File: config.mk
export PLATFORM = sky130hd
export DESIGN_NAME = comparador_decodificador_param
export DESIGN_NICKNAME = d
export VERILOG_FILES = /design/src/rtl/comparador_decodificador_param.sv
export SDC_FILE = /design/constraint.sdc
export NUM_CORES = 1
export LEC_CHECK = 0
export CORE_UTILIZATION = 35
export CTS_BUF_LIST = sky130_fd_sc_hd__clkbuf_4
export DETAILED_ROUTE_END_ITERATION = 8
export MAX_ROUTING_LAYER = met4
export SLEW_MARGIN = 15
export SYNTH_ARGS = -nofsm -noshare
export SYNTH_HDL_FRONTEND = slang
export SYNTH_SLANG_ARGS = --single-unit
export TNS_END_PERCENT = 30
File: constraint.sdc
create_clock -name clk -period 2.73 [get_ports clk]
set_clock_uncertainty 0.15 [all_clocks]
set_input_delay 0.4095 -clock clk [delete_from_list [all_inputs] [get_ports clk]]
set_output_delay 0.4095 -clock clk [all_outputs]
set_load 0.01 [all_outputs]
File: src/rtl/comparador_decodificador_param.sv
// Registered unsigned comparator plus selector-to-one-hot decoder with valid/ready handshake
// and a built-in exhaustive sweep that counts equal results for lab self-check.
module comparador_decodificador_param #(
  parameter int N_BITS = 3
) (
  input  logic                   clk,
  input  logic                   rst_n,
  input  logic                   start,
  input  logic                   in_valid,
  output logic                   in_ready,
  input  logic [N_BITS-1:0]      in_a,
  input  logic [N_BITS-1:0]      in_b,
  input  logic [N_BITS-1:0]      in_sel,
  output logic                   out_valid,
  input  logic                   out_ready,
  output logic                   eq,
  output logic                   gt,
  output logic                   lt,
  output logic [2**N_BITS-1:0]   onehot,
  output logic                   busy,
  output logic                   done,
  output logic [N_BITS:0]        eq_count
);

  localparam int OH = 2**N_BITS;
  localparam int CW = 2*N_BITS;

  typedef enum logic [1:0] {IDLE, SWEEP, DRAIN, DONE} state_t;

  state_t              stateReg;
  logic [CW-1:0]       sweepCnt;
  logic                inReadyInt;
  logic                srcValid;
  logic                load;
  logic                xfer;
  logic [N_BITS-1:0]   opA;
  logic [N_BITS-1:0]   opB;
  logic [N_BITS-1:0]   opSel;

  // start wins over in_valid in IDLE, so an external operand is never taken in a start cycle
  always_comb begin
    inReadyInt = !out_valid || out_ready;
    xfer       = out_valid && out_ready;
    srcValid   = 1'b0;
    opA        = in_a;
    opB        = in_b;
    opSel      = in_sel;
    if (stateReg == IDLE) begin
      srcValid = in_valid && !start;
    end else if (stateReg == SWEEP) begin
      srcValid = 1'b1;
      opA      = sweepCnt[CW-1:N_BITS];
      opB      = sweepCnt[N_BITS-1:0];
      opSel    = sweepCnt[CW-1:N_BITS];
    end
    load     = srcValid && inReadyInt;
    in_ready = (stateReg == IDLE) && inReadyInt && !start;
    busy     = (stateReg == SWEEP) || (stateReg == DRAIN);
  end

  always_ff @(posedge clk or negedge rst_n) begin
    if (!rst_n) begin
      stateReg  <= IDLE;
      sweepCnt  <= '0;
      out_valid <= 1'b0;
      eq        <= 1'b0;
      gt        <= 1'b0;
      lt        <= 1'b0;
      onehot    <= '0;
      done      <= 1'b0;
      eq_count  <= '0;
    end else begin
      done <= 1'b0;

      if (load) begin
        out_valid <= 1'b1;
        eq        <= (opA == opB);
        gt        <= (opA > opB);
        lt        <= (opA < opB);
        onehot    <= {{(OH-1){1'b0}}, 1'b1} << opSel;
      end else if (xfer) begin
        out_valid <= 1'b0;
        eq        <= 1'b0;
        gt        <= 1'b0;
        lt        <= 1'b0;
        onehot    <= '0;
      end

      if (xfer && eq && busy && (eq_count != (N_BITS+1)'(OH)))
        eq_count <= eq_count + 1'b1;

      case (stateReg)
        IDLE: begin
          if (start) begin
            sweepCnt <= '0;
            eq_count <= '0;
            stateReg <= SWEEP;
          end
        end
        SWEEP: begin
          if (load) begin
            sweepCnt <= sweepCnt + 1'b1;
            if (sweepCnt == '1)
              stateReg <= DRAIN;
          end
        end
        DRAIN: begin
          if (xfer) begin
            stateReg <= DONE;
            done     <= 1'b1;
          end
        end
        default: stateReg <= IDLE;
      endcase
    end
  end

endmodule

Word level (Yosys, flattened, before mapping) --
Cells that the tools add are included.
Storage, ports and cells: register bits 25, output and inout port bits 19
Operators by class: equality and inequality tests 9, add/sub/neg operators 2, order comparisons 2, reductions and logical operators 17, shift operators 1, multiplexer cells 28
Operators with widths (number):
- $mux W3 | 6
- $mux W8 | 2
- $mux W4 | 3
- $mux W6 | 2
- $pmux W6 S2 | 1
- $mux W1 | 9
- $logic_and A1 B1 Y1 | 8
- $mux W2 | 4
- $shl A1 B3 Y8 const A | 1
- $add A6 B1 Y6 const B | 1
- $eq A6 B6 Y1 const B | 1
- $ne A2 B2 Y1 const B | 3
- $pmux W2 S3 | 1
- $add A4 B1 Y4 const B | 1
- $ne A4 B4 Y1 const B | 1
- $reduce_and A4 Y1 | 1
- $reduce_bool A2 Y1 | 2
- $eq A3 B3 Y1 | 1
- $gt A3 B3 Y1 | 1
- $lt A3 B3 Y1 | 1
- $reduce_and A3 Y1 | 1
- $eq A2 B1 Y1 const B | 1
- $eq A2 B2 Y1 const B | 1
- $logic_not A1 Y1 | 2
- 3 further kinds | 4

Depth between registers and ports, before layout --
Gate-level depths: netlist of the first run.
word-level depth 7, mapped depth 12, depth with buffers taken out 9

Worst setup path after synthesis of the first run --
No wires, ideal clock.
path kind reg2reg, from register stateReg[0], to register gt, stages on the path, launching flop included 13, setup slack 0.173 ns, arrival time 2.281 ns, buffers on the path 3, library setup time 0.126 ns, cell sequence dfrtp_1 inv_1 ha_1 buf_6 nand2b_4 buf_6 buf_2 mux2_2 ha_1 nor2b_1 o21a_1 o21ai_0 o21ai_0
Between the ends: longest elaborated chain between the ends 5
RTL lines:
- start: declaration | RTL line 30 | state_t stateReg;
- start signal: assignment | RTL line 63 | stateReg <= IDLE;
- start signal: assignment | RTL line 97 | stateReg <= SWEEP;
- start signal: assignment | RTL line 104 | stateReg <= DRAIN;
- $eq A2 B1 Y1 | RTL line 50 | end else if (stateReg == SWEEP) begin
- $mux W3 / $mux W1 (equally long branches) | RTL line 50
- $mux W3 / $mux W1 (equally long branches) | RTL line 48 | if (stateReg == IDLE) begin
- $gt A3 B3 Y1 / $logic_and A1 B1 Y1 (equally long branches) | RTL line 78, 56
- $mux W1 / $reduce_bool A2 Y1 (equally long branches)
- end signal: assignment | RTL line 78 | gt <= (opA > opB);
- end: declaration | RTL line 17 | output logic gt,
Parallel ways exist; a longest one is shown, timed or not. A chain may end at the register's enable or synchronous reset.

Final worst setup path of the first run --
from register stateReg[0], to output port in_ready
Between the ends: longest elaborated chain between the ends 3
RTL lines:
- $logic_not A2 Y1 | RTL line 57 | in_ready = (stateReg == IDLE) && inReadyInt && !start;
- $logic_and A1 B1 Y1 (2 in a row) | RTL line 57
- end: declaration | RTL line 10 | output logic in_ready,
No other way between the ends.

==> results.sh, run 1 <==
export IMPL_clockBufferDepth=2
export IMPL_timing_final_hold_violations=0
export IMPL_final_cells=229
export IMPL_die_w_um=67.17
export IMPL_cellPowerDensity_mw_per_mm2=676.9
export IMPL_intPower_mw=0.7894
export IMPL_nFillCells=398
export IMPL_ys_flop_type="dfrtp_1"
export IMPL_critPathRequiredTime_ns=2.17
export IMPL_grt_pass1_vias=1162
export IMPL_cts_hold_buf=0
export IMPL_final_seq_area_um2=625.6
export IMPL_maxCapViolCount=0
export IMPL_synth_edf_count=0
export IMPL_syn_area_mm2=0.001486
export IMPL_die_area_mm2=0.004512
export IMPL_end_kind="primary output"
export IMPL_cts_max_level=1
export IMPL_pin_count=33
export IMPL_drive_above_1_share_pct=8.939
export IMPL_syn_inst=148
export IMPL_numCtsBuffers=3
export IMPL_wl_mm=3.476
export IMPL_initial_core_util_pct=36.89
export IMPL_ys_seq_elements=25
export IMPL_grt_pass1_wl_mm=5.844
export IMPL_swShare_pct=37.02
export IMPL_wire_per_inst_um=15.18
export IMPL_areaGrowthSynthToFinish_pct=24.58
export IMPL_tns_ns=0
export IMPL_cts_tree="built"
export IMPL_max_slew_margin_pct=57.84
export IMPL_irDropWorstVdd_mv=0.2916
export IMPL_avgSynthCellArea_um2=10.04
export IMPL_worstSetupPathType="flop to primary output"
export IMPL_clk_latency_ns=0.33
export IMPL_fmax_mhz=396.5
export IMPL_tightest_slew_ns=0.6325
export IMPL_syn_num_nets=172
export IMPL_cts_setup_buffers=0
export IMPL_port_buffer_count=32
export IMPL_num_vias=1218
export IMPL_post_cts_resized=0
export IMPL_grt_use_total_pct=17.95
export IMPL_post_place_cells=225
export IMPL_setup_viol=0
export IMPL_ant_nets=0
export IMPL_dpl_cell_area_mm2=0.001824
export IMPL_async_reset_ff_share_pct=100.0
export IMPL_holdWs_ns=0.2628
export IMPL_clock_sinks=25
export IMPL_outcome="finished, final reports clean"
export IMPL_mostFrequentLayoutCells="clkdlybuf4s50_1 (32), dfrtp_1 (25), nand3_1 (16)"
export IMPL_gp_congestion=0.7588
export IMPL_leakagePower_nw=0.7963
export IMPL_synth_cell_types=36
export IMPL_power_share_combinational_pct=40.9
export IMPL_grt_setup_unrepaired="no"
export IMPL_rows=23
export IMPL_grt_antenna_before_repair=0
export IMPL_viasPerCell=5.319
export IMPL_dp_hpwl_mm=2.578
export IMPL_min_period_ns=2.522
export IMPL_dr_pass1_iters=4
export IMPL_stdcell_area_mm2=0.001852
export IMPL_p_seq_share_pct=45.0
export IMPL_grt_start_max_net_pins=26
export IMPL_hold_class="primary input to asynchronous set/reset pin"
export IMPL_slew_violations=0
export IMPL_final_nets=204
export IMPL_core_area_mm2=0.004029
export IMPL_mostFrequentLayoutCell="clkdlybuf4s50_1"
export IMPL_fp_dieH_um=67.17
export IMPL_overflow=0
export IMPL_min_period_over_period_pct=92.37
export IMPL_clkPwrFrac_pct=14.1
export IMPL_power_switching_mw=0.4640
export IMPL_clkTransAtPathRegs_ns=0.16
export IMPL_ys_warn_count=0
export IMPL_cp_max_fo=8
export IMPL_drc_errors=0
export IMPL_cts_root_buf="clkbuf_4"
export IMPL_cp_start_kind="flop"
export IMPL_drt_iter0_drc=78
export IMPL_diodes=0
export IMPL_synth_seq_area_share_pct=42.09
export IMPL_worstPathArrival_ns=1.96
export IMPL_multiInputGateArea_um2=752.0
-- cell usage after synthesis, types with 4 or more instances --
master / count / area (um^2)
nand3_1: 16 / 80.08
buf_6: 5 / 56.30
o21ai_0: 9 / 45.04
a31oi_1: 6 / 37.54
ha_1: 10 / 125.1
a21oi_1: 6 / 30.03
mux2i_1: 5 / 50.05
o31ai_1: 9 / 67.56
dfrtp_1: 25 / 625.6
nand2_1: 8 / 30.03
inv_1: 9 / 33.78
nor2_1: 4 / 15.01
-- metrics by stage --
step                      util, %  power (mW)  worst slack, ns
after floorplan                 -      0.8481           0.1727
after global placement      45.28       1.065           0.4220
after detailed placement    45.28       1.085           0.3192
after CTS                   45.96       1.262           0.2026
after global routing        45.96       1.350          0.09225
final                       45.96       1.253           0.2082
-- per-layer routing --
layer	up-vias	track usage (%)	part of all wire (%)
met3	2	4.392	3.8
met5	-	-	0
met2	36	26.38	47
li1	597	-	-
met1	583	25.03	49
met4	0	3.457	0.55
-- cell families (layout without fill, tap and decap cells) --
group | Yosys count | after routing | synth area share (%)
simple gates | 43 | 43 | 15.99
compound gates | 41 | 41 | 18.60
flops | 25 | 25 | 42.09
buf+inv | 18 | 49 | 7.322
fa+ha+maj | 10 | 10 | 8.418
mux | 9 | 9 | 6.397
xor+xnor | 2 | 2 | 1.179
-- layout make-up --
class | instances | share of cell area (%)
repair buffers | 36 | 18.92
flip-flops and latches | 25 | 33.78
multi-input cells | 105 | 40.61
clock buffers | 3 | 1.216
well taps | 50 | 3.378
inverters | 9 | 1.824
clock inverters | 1 | 0.2703
-- final timing paths --
| kind | end | startpoint | cells after the start | slack [ns] |
|---|---|---|---|---|
| max in group asynchronous | sweepCnt[0] | rst_n | 2 | 1.91 |
| worst min-delay path | onehot[7] | rst_n | 2 | 0.26 |
| worst max register to register | gt | stateReg[1] | 9 | 0.27 |
| min in group clk | onehot[1] | onehot[1] | 2 | 0.37 |
| worst min register to register | onehot[1] | onehot[1] | 2 | 0.37 |
| worst max-delay path | in_ready | stateReg[0] | 6 | 0.21 |
-- critical path: stages (launching register included) --
cell             delay, ns
dfrtp_1               0.44
inv_1                 0.12
ha_1                  0.19
buf_4                 0.16
nand2b_1              0.08
nor2_1                0.09
clkdlybuf4s50_1       0.54
-- power by group through the flow --
stage	Clock [mW]	Sequential (mW)	Combinational (mW)
2_1_floorplan	0	0.561	0.287
6_report	0.177	0.564	0.512
3_5_place_dp	0	0.571	0.515
5_1_grt	0.197	0.580	0.574
4_1_cts	0.181	0.564	0.517
3_3_place_gp	0	0.562	0.502
-- flip-flops by register name, summed over array words and instances, names as in the netlist --
signal     flops
done           1
sweepCnt       6
lt             1
gt             1
onehot         8
out_valid      1
eq             1
eq_count       4
stateReg       2
Note: power is estimated with default switching activity, not from simulation.
==> run 2, diff against run 1 <==
GPL_ROUTABILITY_DRIVEN = 1   (was default)
==> results of run 2 <==
Same layout as run 1: the final DEF is identical, and so are final timing and power.
==> run 3, diff against run 2 <==
CORE_ASPECT_RATIO = 1.75   (was default)
CTS_CLUSTER_DIAMETER = 150   (was default)
==> run 3 against run 2 <==
  * Sequential cell count did not move
  * Power increased by 0.55%
  * Critical path depth stayed put
  * Cell count is 0.44% lower
  * Clock power grew 2%
  * Die area grew 0.22%
  * Count of clock-buffer cells in the layout is 1 higher
  * Combinational power is 2% higher
  * Via count fell by 0.90%
  * Setup slack improved by 0.031 ns
  * Maximum frequency increased by 1.2%
  * Sequential share of layout area about the same
  * Critical endpoint unchanged
  * Largest power group unchanged
==> results.sh, run 3 (same netlist as run 1, synthesis figures left out) <==
export IMPL_outcome="finished, final reports clean"
export IMPL_cts_root_buf="clkbuf_4"
export IMPL_rows=31
export IMPL_worstSetupStartpoint="stateReg[0]"
export IMPL_min_period_ns=2.491
export IMPL_holdWs_ns=0.2895
export IMPL_core_area_mm2=0.004111
export IMPL_min_period_over_period_pct=91.23
export IMPL_grt_use_total_pct=16.87
export IMPL_worstPathArrival_ns=1.93
export IMPL_drive_above_1_share_pct=8.939
export IMPL_dr_pass1_iters=4
export IMPL_grt_pass1_vias=1203
export IMPL_rrSetupSlack_ns=0.33
export IMPL_cts_setup_buffers=0
export IMPL_critPathRequiredTime_ns=2.17
export IMPL_initial_core_util_pct=36.15
export IMPL_critPathSlowestCell="clkdlybuf4s50_1"
export IMPL_numCtsBuffers=3
export IMPL_top_register="onehot"
export IMPL_crit_path_max_incr_delay_ns=0.55
export IMPL_dpl_cell_area_mm2=0.001823
export IMPL_pin_count=33
export IMPL_diodes=0
export IMPL_grt_start_max_net_pins=26
export IMPL_worstSetupPathType="flop to primary output"
export IMPL_cts_hold_buf=0
export IMPL_die_w_um=51.26
export IMPL_dp_hpwl_mm=2.617
export IMPL_cpLargestDelayFamily="buffers and inverters"
export IMPL_slew_violations=0
export IMPL_worst_r2r_startpoint="stateReg[1]"
export IMPL_crit_path_end="in_ready"
export IMPL_fp_dieH_um=88.21
export IMPL_port_buffer_count=32
export IMPL_largest_reg_flops=8
export IMPL_clock_sinks=25
export IMPL_grt_antenna_before_repair=0
export IMPL_tightest_slew_ns=0.6098
export IMPL_die_area_mm2=0.004522
export IMPL_drc_errors=0
export IMPL_r2r_end="gt"
export IMPL_cellPowerDensity_mw_per_mm2=680.2
export IMPL_cts_tree="built"
export IMPL_setup_viol=0
export IMPL_end_kind="primary output"
export IMPL_wl_mm=3.360
export IMPL_irDropWorstVdd_mv=0.3766
export IMPL_cp_start_kind="flop"
export IMPL_tns_ns=0
export IMPL_hold_class="primary input to asynchronous set/reset pin"
export IMPL_cp_max_fo=8
export IMPL_critPathBufInv=3
export IMPL_post_cts_resized=0
export IMPL_grt_setup_unrepaired="no"
export IMPL_wire_per_inst_um=14.74
export IMPL_clkTransAtPathRegs_ns=0.14
export IMPL_path_cells="inv_1 > ha_1 > buf_4 > nand2b_1 > nor2_1 > clkdlybuf4s50_1"
export IMPL_cts_max_level=1
export IMPL_reg_top3="onehot x8, sweepCnt x6, eq_count x4"
export IMPL_mostFrequentLayoutCells="clkdlybuf4s50_1 (32), dfrtp_1 (25), nand3_1 (16)"
export IMPL_num_vias=1207
export IMPL_fmax_mhz=401.5
export IMPL_mostFrequentLayoutCell="clkdlybuf4s50_1"
export IMPL_grt_pass1_wl_mm=5.582
export IMPL_cp_depth=6
export IMPL_clockBufferDepth=2
export IMPL_final_nets=204
export IMPL_viasPerCell=5.294
export IMPL_leakagePower_nw=0.7970
export IMPL_worst_r2r_path_depth=9
export IMPL_gp_congestion=0.8392
export IMPL_max_slew_margin_pct=59.35
export IMPL_timing_final_hold_violations=0
export IMPL_areaGrowthSynthToFinish_pct=24.66
export IMPL_clk_latency_ns=0.32
export IMPL_stdcell_area_mm2=0.001853
export IMPL_maxCapViolCount=0
export IMPL_drt_iter0_drc=29
export IMPL_ant_nets=0
export IMPL_overflow=0
-- run 3: worst min path at each step --
stage                  end  slack, ns  cells after the start
6_report         onehot[0]       0.29                      2
5_1_grt          onehot[0]       0.29                      2
4_1_cts        eq_count[0]       0.30                      2
3_5_place_dp     onehot[4]       0.35                      2
3_3_place_gp     onehot[7]       0.34                      2
2_1_floorplan         done      -0.04                      0
-- run 3: metrics by stage --
step                      setup slack [ns]  total power [mW]  util (%)  cells
after CTS                           0.2303             1.266     45.07    228
after global placement              0.4214             1.060     44.34    224
after detailed placement            0.3236             1.088     44.34    224
final                               0.2393             1.260     45.07    228
after floorplan                     0.1727            0.8481         -    148
after global routing               0.08803             1.371     45.07    228
-- run 3: worst register-to-register path: cells and delay by family, from the launching register on --
family | cells | cell delay, ns
adders and majority gates | 2 | 0.56
AOI/OAI and AO/OA | 3 | 0.42
DFF | 1 | 0.41
muxes | 1 | 0.35
and+or+nand+nor | 2 | 0.30
buffers and inverters | 1 | 0.07
-- run 3: report_power, final --
group | internal (mW) | switching [mW] | total (mW)
sequential | 0.460 | 0.0965 | 0.556
combinational | 0.278 | 0.244 | 0.523
clock | 0.0671 | 0.114 | 0.181
total | 0.805 | 0.455 | 1.26
-- run 3: layer usage --
metal / routed length [um] / track usage [%] / share of wire [%] / vias to the layer above
met2: 1792 / 30.26 / 53 / 33
met4: 55 / 6.634 / 1.6 / 0
met5: 0 / - / 0 / -
met3: 102 / 1.718 / 3.0 / 4
li1: - / - / - / 599
met1: 1409 / 18.79 / 42 / 571
-- run 3: layout make-up --
| class | instances | area, um^2 |
|---|---|---|
| well taps | 49 | 61.31 |
| flip-flops and latches | 25 | 625.6 |
| multi-input cells | 105 | 752.0 |
| inverters | 9 | 33.78 |
| repair buffers | 36 | 350.3 |
| fillers | 435 | 2258 |
| clock buffers | 4 | 30.03 |
==> RTL edit 1, RTL diff (settings of run 1) <==
Re-encode `state_t` (4 states) as one-hot, 4 bits wide.
--- a/src/rtl/comparador_decodificador_param.sv
+++ b/src/rtl/comparador_decodificador_param.sv
@@ -25,7 +25,7 @@
   localparam int OH = 2**N_BITS;
   localparam int CW = 2*N_BITS;
 
-  typedef enum logic [1:0] {IDLE, SWEEP, DRAIN, DONE} state_t;
+  typedef enum logic [3:0] {IDLE = 4'b0001, SWEEP = 4'b0010, DRAIN = 4'b0100, DONE = 4'b1000} state_t;
 
   state_t              stateReg;
   logic [CW-1:0]       sweepCnt;
Formal check against the unedited RTL: no difference found for any inputs over 10 cycles, from zero or initial values and one cycle with rst_n low; not proved beyond that.
==> RTL edit 1 against run 1 <==
Count of clock-buffer cells in the layout rose by 1; utilization grew 1.7 points; sequential cell count increased by 2; wire length up 11%; cell area is 12% higher; sequential share of layout area down 1.2 points; hold slack better by 0.016 ns; combinational power is 65% higher; first-iteration DRC count increased by 29%; via count is 13% higher; setup slack lost 0.050 ns; area after synthesis rose by 7.3%; power increased by 30%; critical endpoint is now gt.
==> RTL edit 1: results (changes against run 1) <==
P_clk -> 184 uW (+4%)
final hold slack -> 0.2790 ns (+0.01617 ns)
design area -> 0.002076 mm^2 (+12%)
nets -> 220 (+7.8%)
Fillers -> 411 (+3.3%)
post-synth net total -> 180 (+4.7%)
worst vdd ir -> 0.0002814 V (-3.5%)
Commonest cells post-synth -> dfrtp_1 (26), nand2_1 (13), nand3_1 (11)
Setup CP Type -> flop to flop
metal3 WL -> 120 um (-9.1%)
Power Combinational -> 847 uW (+65%)
Psw -> 616.9 uW (+33%)
period utilization -> 94.21% (+1.8 points)
vias in the first global route -> 1351 (+16%)
first-pass GRT wire length -> 6568 um (+12%)
Vias/cell -> 5.490 (+3.2%)
Critical Path AT -> 2.69 ns (+0.73 ns)
status -> finished, final reports clean
pin count of the biggest net entering global routing -> 28 (+7.7%)
Crit Path Max Fanout -> 19 (+11)
M1 GR Usage -> 24.51% (-0.52 points)
met2 WL -> 1814 um (+11%)
Detail Placement HPWL -> 2915 um (+13%)
slowest stage cell on the critical path -> or4_1
register-to-register setup slack -> 0.16 ns (-0.11 ns)
Cells after Synth -> 160 (+8.1%)
Total GRT Usage -> 17.35% (-0.59 points)
==> RTL edit 1: cell count changes in the layout (fill, tap and decap cells not counted), moves of 3 or more <==
cell             run 1  this run
nand2b_1             1         6
a32o_1               0         4
o21ai_1              0         3
buf_4                4        10
a31oi_1              6         1
nand2_1              8        13
ha_1                10         5
nand3_1             16        11
o31ai_1              9         1
a22o_1               1         4
or3_1                1         5
==> RTL edit 1: cells by family after synthesis <==
group	Yosys count	share of synthesized area, %
xor+xnor	2	1.098
flops	27	42.43
mux	9	5.882
compound gates	40	17.73
fa+ha+maj	6	4.706
simple gates	59	22.51
buf+inv	17	5.647
==> RTL edit 1: timing repair <==
action	CTS	global route
gates resized for setup	1	0
setup buffers	1	3
setup endpoints to repair	1	1
==> RTL edit 1: layout make-up <==
| cell class | instances | area share, % |
|---|---|---|
| multi-input cells | 116 | 41.17 |
| flip-flops and latches | 27 | 32.61 |
| repair buffers | 43 | 20.01 |
| well taps | 52 | 3.134 |
| inverters | 9 | 1.627 |
| clock buffers | 4 | 1.447 |
==> RTL edit 2, RTL diff (settings of run 1) <==
Without the edit above. Set the parameter `N_BITS` to 4 (it was 3).
--- a/src/rtl/comparador_decodificador_param.sv
+++ b/src/rtl/comparador_decodificador_param.sv
@@ -1,7 +1,7 @@
 // Registered unsigned comparator plus selector-to-one-hot decoder with valid/ready handshake
 // and a built-in exhaustive sweep that counts equal results for lab self-check.
 module comparador_decodificador_param #(
-  parameter int N_BITS = 3
+  parameter int N_BITS = 4
 ) (
   input  logic                   clk,
   input  logic                   rst_n,
Interface: changed (5 resized); port bits go from 33 to 45. The function was not compared with the original's and may differ.
==> RTL edit 2 against run 1 <==
Combinational power about the same; sequential power increased by 31%; sequential share of layout area increased by 0.26 points; cell area increased by 43%; via count increased by 40%; die area increased by 30%; wire length increased by 30%; power increased by 45%; setup slack improved by 0.077 ns; utilization increased by 4.6 points; sequential cell count increased by 11; area after synthesis increased by 31%; critical path type is now input pin to output port; largest power group unchanged; highest routed layer unchanged.
==> RTL edit 2: results (changes against run 1) <==
status -> finished, final reports clean
design internal power -> 1265 uW (+60%)
vias post-DR -> 1703 (+40%)
Largest regs -> onehot x16, sweepCnt x8, eq_count x5
routability-driven placement congestion ratio -> 0.7721 (+1.8%)
M2 GR Usage -> 26.31% (-0.069 points)
synth top area cells -> dfrtp_1 (46%), o2bb2ai_1 (7.2%), ha_1 (6.4%)
Seq/Total Area, Yosys -> 46.18% (+4.1 points)
Total GRT Usage -> 16.88% (-1.1 points)
Async SR Flop Fraction -> 100.0% (unchanged)
CTS buffer count -> 5 (+2)
Clock Tree Buf Depth -> 2 (unchanged)
Commonest cells post-synth -> dfrtp_1 (36), nand2_1 (23), o2bb2ai_1 (16)
input/output buffers -> 44 (+38%)
post-synth net total -> 228 (+33%)
global routing usage on met3 -> 3.571% (-0.82 points)
initial antenna violation count -> 0 (unchanged)
pin count of the biggest net entering global routing -> 37 (+42%)
vias in the first global route -> 1582 (+36%)
initial DRC count -> 103 (+32%)
compound-cell area share of the yosys netlist -> 17.58% (-1.0 points)
Worst Hold Class -> input pin to async pin
Pre-antenna DRT Iters -> 4 (unchanged)
total of warnings raised by yosys -> 0 (unchanged)
Critical Path Max Stage Delay -> 0.58 ns (+0.04 ns)
Diodes inserted -> 0 (unchanged)
H-tree Lvls -> 2 (+1)
total leakage power -> 0.001144 uW (+44%)
worst vdd ir -> 0.0003479 V (+19%)
Critical Path AT -> 1.89 ns (-0.07 ns)
mux contribution to synthesized area -> 3.656% (-2.7 points)
setup bufs post-CTS -> 0 (unchanged)
Synth cell types -> 36 (unchanged)
Detail Placement HPWL -> 3442 um (+34%)
first-pass GRT wire length -> 7583 um (+30%)
Reg clk slew, reported paths -> 0.12 ns (-0.04 ns)
worst relative slew slack -> 63.38% (+5.5 points)
M1 GR Usage -> 21.76% (-3.3 points)
share of cells above drive strength 1 -> 7.874% (-1.1 points)
Synth Area in XOR/XNOR -> 1.796% (+0.62 points)
DR WL/cell -> 13.90 um (-8.4%)
Clock Latency Late Sink -> 0.35 ns (+0.02 ns)
Fillers -> 507 (+27%)
Crit Path Max Fanout -> 6 (-2)
slowest stage cell on the critical path -> clkdlybuf4s50_1
clock root buffer -> clkbuf_4
nets -> 280 (+37%)
Post-Synth Adder-Cell Area -> 6.414% (-2.0 points)
Gates resized, CTS repair -> 0 (unchanged)
RTL edit 2: worst paths after layout:
path	end	start	slack, ns	cells after the start
min in group clk	onehot[7]	onehot[7]	0.35	1
hold / removal	onehot[6]	rst_n	0.31	2
hold reg to reg	onehot[7]	onehot[7]	0.35	1
setup / recovery	in_ready	out_ready	0.29	4
max in group asynchronous	onehot[0]	rst_n	1.79	2
setup reg to reg	stateReg[1]	stateReg[0]	0.29	6
RTL edit 2: routing by layer:
metal,share of wire (%),wire length [um],up-vias
met5,0,0,-
met4,1.5,66,0
met3,4.3,195,6
met2,47,2126,34
met1,47,2117,814
li1,-,-,849
RTL edit 2: critical path, delay by kind of cell:
| family | cells | cell delay, ns |
|---|---|---|
| buf+inv | 2 | 1.11 |
| simple gates | 2 | 0.37 |
RTL edit 2: metrics by stage:
stage	instances	power, uW	area, um^2	hold slack, ns	worst slack, ns
2_1_floorplan	201	1027	1952	-0.03609	0.09308
3_3_place_gp	316	1264	2516	0.3237	0.2189
3_5_place_dp	316	1267	2516	0.3271	0.1639
4_1_cts	324	1840	2644	0.3130	0.1577
5_1_grt	324	1929	2646	0.3408	0.08724
6_report	324	1815	2646	0.3070	0.2851
RTL edit 2: cell families (layout without fill, tap and decap cells):
family | count (synthesis) | count (layout)
buffers and inverters | 20 | 73
muxes | 7 | 7
adders and majority gates | 10 | 10
DFF | 36 | 36
and+or+nand+nor | 74 | 74
AOI/OAI and AO/OA | 50 | 50
xor gates and xnor gates | 4 | 4
RTL edit 2: layout make-up:
cell class,count,area [um^2],area share (%)
clock inverters,3,90.09,3.404
multi-input cells,145,973.4,36.78
inverters,11,41.29,1.560
well taps,70,87.58,3.310
repair buffers,54,515.5,19.48
clock buffers,5,37.54,1.418
flip-flops and latches,36,900.9,34.04
RTL edit 2: power by group through the flow:
| stage | clock network (uW) | registers, uW | logic [uW] |
|---|---|---|---|
| floorplan | 0 | 729 | 298 |
| global placement | 0 | 749 | 516 |
| detailed placement | 0 | 749 | 518 |
| CTS | 580 | 738 | 522 |
| global route | 594 | 757 | 578 |
| finish | 565 | 737 | 512 |
